File: config.mk
export PLATFORM = sky130hd
export DESIGN_NAME = alu_result_stage_flat
export DESIGN_NICKNAME = d
export VERILOG_FILES = /design/src/rtl/alu_result_stage_if.sv /design/src/rtl/alu_result_stage.sv /design/src/flat_wrapper.sv
export SDC_FILE = /design/constraint.sdc
export NUM_CORES = 1
export LEC_CHECK = 0
export CAP_MARGIN = 20
export CORE_MARGIN = 2
export CORE_UTILIZATION = 50
export CTS_BUF_LIST = sky130_fd_sc_hd__clkbuf_4 sky130_fd_sc_hd__clkbuf_8 sky130_fd_sc_hd__clkbuf_16
export DETAILED_ROUTE_END_ITERATION = 12
export PLACE_DENSITY = 0.91
export SYNTH_ARGS = -nofsm -noshare
export SYNTH_HDL_FRONTEND = slang
export SYNTH_SLANG_ARGS = --single-unit
File: constraint.sdc
create_clock -name clk -period 2.1 [get_ports clk]
set_input_delay 0.315 -clock clk [delete_from_list [all_inputs] [get_ports clk]]
set_output_delay 0.315 -clock clk [all_outputs]
set_load 0.005 [all_outputs]
File: src/rtl/alu_result_stage_if.sv
// Bundle between the ALU result stage and its neighbours: the ALU-side
// capture port (in_*) and the register-file writeback port (out_*).
interface alu_result_stage_if #(
  parameter int DATA_W = 32,
  parameter int RD_W   = 5
);
  logic              in_valid;
  logic              in_ready;
  logic [DATA_W-1:0] in_result;
  logic              in_carry;
  logic              in_a_msb;
  logic              in_b_msb;
  logic              in_arith;
  logic              in_sub;
  logic [RD_W-1:0]   in_rd;
  logic              in_wen;

  logic              out_valid;
  logic              out_ready;
  logic [DATA_W-1:0] out_data;
  logic [RD_W-1:0]   out_rd;
  logic              out_wen;
  logic [3:0]        out_flags;

  // Environment side: drives ALU results in, consumes writeback entries.
  modport master (
    output in_valid, in_result, in_carry, in_a_msb, in_b_msb,
    output in_arith, in_sub, in_rd, in_wen,
    input  in_ready,
    input  out_valid, out_data, out_rd, out_wen, out_flags,
    output out_ready
  );

  // Stage side.
  modport slave (
    input  in_valid, in_result, in_carry, in_a_msb, in_b_msb,
    input  in_arith, in_sub, in_rd, in_wen,
    output in_ready,
    output out_valid, out_data, out_rd, out_wen, out_flags,
    input  out_ready
  );
endinterface

File: src/rtl/alu_result_stage.sv
// ALU result stage: captures result + {N,Z,C,V} and feeds writeback through a
// 2-entry skid buffer. Define ALU_RESULT_FWD_EN to add the fwd_* outputs.
//
//   state    | meaning
//   ---------+-------------------------------------------
//   ST_EMPTY | no entries buffered
//   ST_ONE   | head valid, skid empty
//   ST_FULL  | head and skid valid, upstream stalled
module alu_result_stage #(
  parameter int DATA_W  = 32,
  parameter int RD_W    = 5,
  parameter int DROP_R0 = 1
) (
  input  logic clk,
  input  logic rst_n,
  alu_result_stage_if.slave bus
`ifdef ALU_RESULT_FWD_EN
  ,
  output logic              fwd_valid,
  output logic [RD_W-1:0]   fwd_rd,
  output logic [DATA_W-1:0] fwd_data
`endif
);

  localparam logic DROP_EN = (DROP_R0 != 0);

  typedef enum logic [1:0] {
    ST_EMPTY = 2'd0,
    ST_ONE   = 2'd1,
    ST_FULL  = 2'd2
  } state_t;

  typedef struct packed {
    logic [DATA_W-1:0] data;
    logic [RD_W-1:0]   rd;
    logic              wen;
    logic [3:0]        flags;
  } entry_t;

  state_t state;
  state_t next_state;

  entry_t head;
  entry_t skid;
  entry_t new_entry;

  logic in_fire;
  logic out_fire;
  logic load_head_new;
  logic load_skid_new;
  logic load_head_skid;

  logic flag_n;
  logic flag_z;
  logic flag_c;
  logic flag_v;
  logic res_msb;

  // Flags are frozen into the entry at capture so writeback sees them aligned.
  always_comb begin
    res_msb = bus.in_result[DATA_W-1];
    flag_n  = res_msb;
    flag_z  = (bus.in_result == '0);
    flag_c  = bus.in_arith & bus.in_carry;
    flag_v  = 1'b0;
    if (bus.in_arith) begin
      if (bus.in_sub) begin
        flag_v = (bus.in_a_msb != bus.in_b_msb) & (res_msb != bus.in_a_msb);
      end else begin
        flag_v = (bus.in_a_msb == bus.in_b_msb) & (res_msb != bus.in_a_msb);
      end
    end
  end

  always_comb begin
    new_entry       = '0;
    new_entry.data  = bus.in_result;
    new_entry.rd    = bus.in_rd;
    new_entry.wen   = bus.in_wen & ~(DROP_EN & (bus.in_rd == '0));
    new_entry.flags = {flag_n, flag_z, flag_c, flag_v};
  end

  assign bus.in_ready  = (state != ST_FULL) & rst_n;
  assign bus.out_valid = (state != ST_EMPTY);

  assign in_fire  = bus.in_valid & bus.in_ready;
  assign out_fire = bus.out_valid & bus.out_ready;

  always_ff @(posedge clk) begin
    if (!rst_n) begin
      state <= ST_EMPTY;
    end else begin
      state <= next_state;
    end
  end

  always_comb begin
    next_state     = state;
    load_head_new  = 1'b0;
    load_skid_new  = 1'b0;
    load_head_skid = 1'b0;
    case (state)
      ST_EMPTY: begin
        if (in_fire) begin
          next_state    = ST_ONE;
          load_head_new = 1'b1;
        end
      end
      ST_ONE: begin
        if (in_fire && out_fire) begin
          load_head_new = 1'b1;
        end else if (in_fire) begin
          next_state    = ST_FULL;
          load_skid_new = 1'b1;
        end else if (out_fire) begin
          next_state = ST_EMPTY;
        end
      end
      ST_FULL: begin
        if (out_fire) begin
          next_state     = ST_ONE;
          load_head_skid = 1'b1;
        end
      end
      default: begin
        next_state = ST_EMPTY;
      end
    endcase
  end

  // Head only changes on a load, so out_* hold while stalled.
  always_ff @(posedge clk) begin
    if (!rst_n) begin
      head <= '0;
      skid <= '0;
    end else begin
      if (load_head_new) begin
        head <= new_entry;
      end else if (load_head_skid) begin
        head <= skid;
      end
      if (load_skid_new) begin
        skid <= new_entry;
      end
    end
  end

  assign bus.out_data  = head.data;
  assign bus.out_rd    = head.rd;
  assign bus.out_wen   = head.wen;
  assign bus.out_flags = head.flags;

`ifdef ALU_RESULT_FWD_EN
  entry_t youngest;
  logic   any_valid;

  assign youngest  = (state == ST_FULL) ? skid : head;
  assign any_valid = (state != ST_EMPTY);

  assign fwd_valid = any_valid & youngest.wen;
  assign fwd_rd    = any_valid ? youngest.rd : '0;
  assign fwd_data  = any_valid ? youngest.data : '0;
`endif

endmodule
File: src/flat_wrapper.sv
// flat-port wrapper written by rule: the top's interface ports become plain ports
module alu_result_stage_flat 
#(
  parameter int DATA_W  = 32,
  parameter int RD_W    = 5,
  parameter int DROP_R0 = 1
)
  (clk, rst_n, bus_in_valid, bus_in_result, bus_in_carry, bus_in_a_msb, bus_in_b_msb, bus_in_arith, bus_in_sub, bus_in_rd, bus_in_wen, bus_in_ready, bus_out_valid, bus_out_data, bus_out_rd, bus_out_wen, bus_out_flags, bus_out_ready);
  alu_result_stage_if #(.DATA_W(DATA_W), .RD_W(RD_W)) bus_i ();
  input  logic clk;
  input  logic rst_n;
  input wire logic [$bits(bus_i.in_valid)-1:0] bus_in_valid;
  input wire logic [$bits(bus_i.in_result)-1:0] bus_in_result;
  input wire logic [$bits(bus_i.in_carry)-1:0] bus_in_carry;
  input wire logic [$bits(bus_i.in_a_msb)-1:0] bus_in_a_msb;
  input wire logic [$bits(bus_i.in_b_msb)-1:0] bus_in_b_msb;
  input wire logic [$bits(bus_i.in_arith)-1:0] bus_in_arith;
  input wire logic [$bits(bus_i.in_sub)-1:0] bus_in_sub;
  input wire logic [$bits(bus_i.in_rd)-1:0] bus_in_rd;
  input wire logic [$bits(bus_i.in_wen)-1:0] bus_in_wen;
  output wire logic [$bits(bus_i.in_ready)-1:0] bus_in_ready;
  output wire logic [$bits(bus_i.out_valid)-1:0] bus_out_valid;
  output wire logic [$bits(bus_i.out_data)-1:0] bus_out_data;
  output wire logic [$bits(bus_i.out_rd)-1:0] bus_out_rd;
  output wire logic [$bits(bus_i.out_wen)-1:0] bus_out_wen;
  output wire logic [$bits(bus_i.out_flags)-1:0] bus_out_flags;
  input wire logic [$bits(bus_i.out_ready)-1:0] bus_out_ready;
  assign bus_i.in_valid = bus_in_valid;
  assign bus_i.in_result = bus_in_result;
  assign bus_i.in_carry = bus_in_carry;
  assign bus_i.in_a_msb = bus_in_a_msb;
  assign bus_i.in_b_msb = bus_in_b_msb;
  assign bus_i.in_arith = bus_in_arith;
  assign bus_i.in_sub = bus_in_sub;
  assign bus_i.in_rd = bus_in_rd;
  assign bus_i.in_wen = bus_in_wen;
  assign bus_in_ready = bus_i.in_ready;
  assign bus_out_valid = bus_i.out_valid;
  assign bus_out_data = bus_i.out_data;
  assign bus_out_rd = bus_i.out_rd;
  assign bus_out_wen = bus_i.out_wen;
  assign bus_out_flags = bus_i.out_flags;
  assign bus_i.out_ready = bus_out_ready;
  alu_result_stage #(.DATA_W(DATA_W), .RD_W(RD_W), .DROP_R0(DROP_R0)) u_core (.clk(clk), .rst_n(rst_n), .bus(bus_i));
endmodule
; After elaboration in Yosys (flattened, before gate mapping)
; Cells that the tools add are included.
[word_totals]
register_bits = 86
latchBits = 0
mem_bits_rw = 0
rom_bits = 0
input_bits = 47
output_inout_bits = 44
elab_cells = 51
memories = 0
[classes]
addsub = 0
multipliers = 0
div_mod_pow = 0
n_lt_le_gt_ge = 0
n_eq_ne = 10
shifts = 0
muxes = 17
bitwise_logic = 8
reduce_logical = 7
[ops]
columns = operator, count
row1 = $mux W42, 2
row2 = $logic_not A32 Y1, 1
row3 = $mux W2, 5
row4 = $mux W1, 8
row5 = $and A1 B1 Y1, 7
row6 = $pmux W2 S3, 1
row7 = $logic_not A5 Y1, 1
row8 = $ne A2 B1 Y1 const B, 2
row9 = $ne A2 B2 Y1 const B, 2
row10 = $reduce_and A4 Y1, 1
row11 = $reduce_bool A2 Y1, 2
row12 = $ne A3 B1 Y1 const B, 1
row13 = $eq A2 B1 Y1 const B, 1
row14 = $eq A2 B2 Y1 const B, 1
row15 = $logic_not A2 Y1, 1
row16 = $ne A1 B1 Y1, 2
row17 = $pmux W1 S2, 1
row18 = $eq A1 B1 Y1, 1
row19 = $logic_and A1 B1 Y1, 1
row20 = $not A1 Y1, 1

; Logic depth before layout (Yosys ltp)
[logic_depth]
ltp_word = 7
depth_mapped = 7
mapped_depth_nobuf = 4

; Least setup slack after synthesis
; Ideal clock, no wire load.
[synth_path]
kind = input to register
startpoint = input bus_in_rd[0]
endpoint = register u_core.skid[4] in the netlist's numbering
setup_time_ps = 115
t_arrival_ps = 1214
required_time_ps = 1985
setup_slack_ps = 771
path_stages = 4
n_path_buf = 0
path_cell_list = or4_1 -> o21ai_0 -> o21ai_0 -> and2_1
[synth_via]
elab_chain_cells = 3
[synth_lines]
columns = element, line
row1 = start: declaration, flat_wrapper.sv:19  ; input wire logic [$bits(bus_i.in_rd)-1:0] bus_in_rd;
row2 = $logic_not A5 Y1, alu_result_stage.sv:79  ; new_entry.wen = bus.in_wen & ~(DROP_EN & (bus.in_rd == '0));
row3 = $not A1 Y1, alu_result_stage.sv:79
row4 = $and A1 B1 Y1, alu_result_stage.sv:79
row5 = end signal: assignment, alu_result_stage.sv:143  ; skid <= new_entry;
row6 = end: declaration, alu_result_stage.sv:44  ; entry_t skid;
; No other way between the ends.
; A chain may end at the register's enable or synchronous reset.

; Worst setup path in the final report
[layout_path]
startpoint = input rst_n
endpoint = output bus_in_ready
[layout_via]
elab_chain_cells = 1
[layout_lines]
columns = element, line
row1 = start: declaration, flat_wrapper.sv:11  ; input logic rst_n;
row2 = $and A1 B1 Y1, alu_result_stage.sv:83  ; assign bus.in_ready = (state != ST_FULL) & rst_n;
row3 = end: declaration, flat_wrapper.sv:21  ; output wire logic [$bits(bus_i.in_ready)-1:0] bus_in_ready;
; No other way between the ends.

==> run_summary.xml <==
<?xml version="1.0" encoding="UTF-8"?>
<metrics>
  <group name="status">
    <metric name="outcome" unit="">finished, final reports clean</metric>
  </group>
  <group name="pwr">
    <metric name="power_density_over_the_cells" unit="nW/um^2">712</metric>
    <metric name="vdd_ir_max" unit="V">0.000467</metric>
    <metric name="design_power_total" unit="mW">3.30</metric>
    <metric name="leakagePower" unit="nW">1.89</metric>
  </group>
  <group name="cells_and_area">
    <metric name="layout-drive-gt1-share" unit="%">7.25</metric>
    <metric name="layout_common_cells" unit="">90 x clkdlybuf4s50_1, 84 x dfxtp_1, 79 x nand2_1</metric>
    <metric name="layout.cells.most_common" unit="">clkdlybuf4s50_1</metric>
    <metric name="n_fill_cell" unit="">525</metric>
    <metric name="area.growth.synth_to_final" unit="%">32.5</metric>
    <metric name="diodes" unit="">0</metric>
    <metric name="finish.net_count" unit="">525</metric>
  </group>
  <group name="drt">
    <metric name="dr.first_iter.drc_count" unit="">161</metric>
    <metric name="postRouteWirelength" unit="mm">8.49</metric>
    <metric name="wl_per_cell" unit="um">14.7</metric>
    <metric name="post-route-drc-count" unit="">0</metric>
    <metric name="vias_per_cell" unit="">5.49</metric>
    <metric name="num_vias" unit="">3178</metric>
    <metric name="ant_nets" unit="">0</metric>
    <metric name="detail_route.first_pass.iterations" unit="">4</metric>
  </group>
  <group name="clock_network">
    <metric name="cts_root_buffer" unit="">clkbuf_8</metric>
    <metric name="cts_hold_buf" unit="">0</metric>
    <metric name="clock_tree_from_tritoncts" unit="">yes</metric>
    <metric name="cts.htree.levels" unit="">3</metric>
    <metric name="cts_made_buffers" unit="">9</metric>
    <metric name="worst_setup_hold_path_clk_slew" unit="ns">0.08</metric>
    <metric name="max-clock-path-buffers" unit="">2</metric>
    <metric name="clk-insertion-delay-late" unit="ns">0.34</metric>
    <metric name="clock-sinks" unit="">84</metric>
    <metric name="post_cts.repair.setup_buffers" unit="">0</metric>
    <metric name="cts_repair_resize_count" unit="">0</metric>
  </group>
  <group name="sta">
    <metric name="layout_worst_path_cycle_share" unit="%">86.2</metric>
    <metric name="rsz0062_at_grt" unit="">no</metric>
    <metric name="timing.final.max_slew_violations" unit="">0</metric>
    <metric name="final.setup_skew" unit="ns">0.0111</metric>
    <metric name="setup-tns-final" unit="ns">0</metric>
    <metric name="max_slew_margin" unit="%">47.3</metric>
    <metric name="timing.final.setup_violations" unit="">0</metric>
    <metric name="timing_worst_slew_pin_value" unit="ns">0.791</metric>
    <metric name="timing.final.crit_period" unit="ns">1.81</metric>
    <metric name="final-hold-violation-count" unit="">0</metric>
    <metric name="timing.fmax" unit="GHz">0.552</metric>
  </group>
  <group name="worst_setup_path">
    <metric name="worst_setup_sp_type" unit="">input pin</metric>
    <metric name="path_cells" unit="">clkdlybuf4s50_1 -&gt; inv_2 -&gt; a21oi_1 -&gt; clkdlybuf4s50_1</metric>
    <metric name="setup.reg_to_reg.worst_slack" unit="ns">0.51</metric>
    <metric name="crit_path_capture_type" unit="">output port</metric>
    <metric name="regToRegStartpoint" unit="">u_core.state[0]</metric>
    <metric name="worstSetupStartpoint" unit="">rst_n</metric>
    <metric name="rr_worst_depth" unit="">4</metric>
    <metric name="crit_buf_inv" unit="">3</metric>
    <metric name="timing.critical_path.max_delay_family" unit="">buffers and inverters</metric>
    <metric name="critical_path.max_stage_delay" unit="ns">0.51</metric>
    <metric name="crit_type" unit="">input pin to output port</metric>
    <metric name="critical_path_depth" unit="">4</metric>
    <metric name="cell_type_of_the_slowest_stage_on_the_worst_timing_path" unit="">clkdlybuf4s50_1</metric>
    <metric name="crit_top_cell" unit="">clkdlybuf4s50_1</metric>
    <metric name="r2r-end" unit="">u_core.bus.out_data[17]</metric>
    <metric name="timing.critical_path.arrival" unit="ns">1.50</metric>
    <metric name="critical_path_peak_fanout" unit="">2</metric>
    <metric name="worst-endpoint-required" unit="ns">1.78</metric>
  </group>
  <group name="floorplan">
    <metric name="floorplan.initialDensity" unit="%">51.5</metric>
    <metric name="placeableCoreArea" unit="um^2">6790</metric>
    <metric name="io_pins" unit="">91</metric>
    <metric name="die-area" unit="um^2">7680</metric>
    <metric name="core.rowCount" unit="">30</metric>
    <metric name="chipHeight" unit="um">87.6</metric>
    <metric name="die_width" unit="um">87.6</metric>
  </group>
  <group name="placed_design">
    <metric name="hpwlAfterDp" unit="mm">5.78</metric>
    <metric name="routabilityCongestion" unit="">0.806</metric>
    <metric name="io_buffers" unit="">90</metric>
  </group>
  <group name="global_routing">
    <metric name="globalRoute.totalOverflow" unit="">0</metric>
    <metric name="largest_net_degree_at_the_start_of_global_routing" unit="">79</metric>
    <metric name="groute.usage.overall" unit="%">22.9</metric>
    <metric name="first_global_vias" unit="">3112</metric>
    <metric name="grt_antenna_before_repair" unit="">0</metric>
    <metric name="wire_length_of_the_first_global_routing_pass" unit="mm">14.0</metric>
  </group>
  <group name="logic_synthesis">
    <metric name="synth.distinct_cells" unit="">31</metric>
    <metric name="mappedNetlistNets" unit="">444</metric>
    <metric name="top_post_synthesis_cells_by_area" unit="">dfxtp_1 48%, mux2i_1 12%, nand2_1 8.5%</metric>
    <metric name="synth.cell_area" unit="um^2">3500</metric>
    <metric name="synth.top_cell.area_share" unit="%">48.1</metric>
    <metric name="yosysSeqAreaShare" unit="%">48.1</metric>
    <metric name="synth_flop_cell" unit="">dfxtp_1</metric>
    <metric name="register_bit_count_reported_by_yosys" unit="">84</metric>
    <metric name="synth_enable_flop_cells" unit="">0</metric>
    <metric name="ys_async_sr_fraction" unit="%">0</metric>
    <metric name="synth_top_area_cell" unit="">dfxtp_1</metric>
    <metric name="postSynthCellCount" unit="">397</metric>
    <metric name="synth.yosys.warnings" unit="">0</metric>
    <metric name="synth.avg_cell_area" unit="um^2">8.81</metric>
  </group>
  <group name="min_path">
    <metric name="hold_path_startpoint" unit="">u_core.skid[27]</metric>
    <metric name="timing.hold.worst_path_depth" unit="">2</metric>
    <metric name="hp-class" unit="">flop to flop</metric>
    <metric name="min_delay_worst_endpoint" unit="">u_core.skid[27]</metric>
  </group>
  <group name="flow_run">
    <metric name="maxCapViolations" unit="">0</metric>
  </group>
</metrics>
[cell families after synthesis]
group	Yosys count	share of synthesized area, %
simple gates	147	17.9
compound gates	88	15.6
flops	84	48.1
mux	44	12.6
buf+inv	33	5.44
xor+xnor	1	0.251
[worst min-delay path, cell delays in order, from the launching register on]
cell and delay [ns]:
dfxtp_1 0.31, nand2_1 0.05, a21oi_1 0.05
[flip-flops by register name, indices dropped and copies added (netlist names)]
| name | flops |
|---|---|
| u_core.bus.out_data | 32 |
| u_core.bus.out_flags | 3 |
| u_core.bus.out_rd | 5 |
| u_core.bus.out_wen | 1 |
| u_core.skid | 41 |
| u_core.state | 2 |
[worst max path at each step]
stage                           end
6_report               bus_in_ready
4_1_cts                bus_in_ready
5_1_grt                bus_in_ready
3_5_place_dp   u_core.bus.out_rd[2]
2_1_floorplan        u_core.skid[4]
3_3_place_gp   u_core.bus.out_rd[1]
[report_power, final]
group          internal (mW)  switching (mW)
combinational          0.266           0.200
clock                  0.563           0.560
sequential              1.66          0.0445
total                   2.49           0.805
[cell usage after synthesis (2+ instances only)]
master	count
dfxtp_1	84
nor4_1	8
and3_1	2
buf_2	8
nand3_1	4
a21oi_1	42
o21ai_0	6
mux2i_1	43
clkbuf_1	12
nand3b_1	2
nand2b_1	3
buf_6	4
a211oi_1	37
nor2_1	40
buf_4	7
nand2_1	79
nand4_1	2
[layout make-up]
| class | instances | area (um^2) | share of cell area, % |
|---|---|---|---|
| Sequential cell | 84 | 1680 | 36.3 |
| Timing Repair Buffer | 101 | 996 | 21.5 |
| Clock inverter | 6 | 65.1 | 1.40 |
| Multi-Input combinational cell | 280 | 1630 | 35.2 |
| Clock buffer | 10 | 131 | 2.84 |
| Tap cell | 96 | 120 | 2.59 |
| Inverter | 2 | 7.51 | 0.162 |
[through the flow]
step | instances | hold WS (ns) | setup slack (ns) | cell area (um^2) | util (%)
after floorplan | 397 | 0.392 | 0.771 | 3500 | -
after CTS | 579 | 0.458 | 0.275 | 4630 | 68.2
after global routing | 579 | 0.481 | 0.211 | 4630 | 68.2
final | 579 | 0.456 | 0.289 | 4630 | 68.2
after global placement | 563 | 0.440 | 0.226 | 4440 | 65.3
after detailed placement | 563 | 0.446 | 0.104 | 4440 | 65.3
[layer usage]
layer  wire [um]  up-vias  GRT usage (%)  share of wire, %
li1            -     1544              -                 -
met1        3660     1518           28.8                43
met2        4280      102           38.9                50
met3         426       14           5.75               5.0
met4         127        0           7.13               1.5
met5           0        -              0                 0
Note: power is estimated with default switching activity, not from simulation.
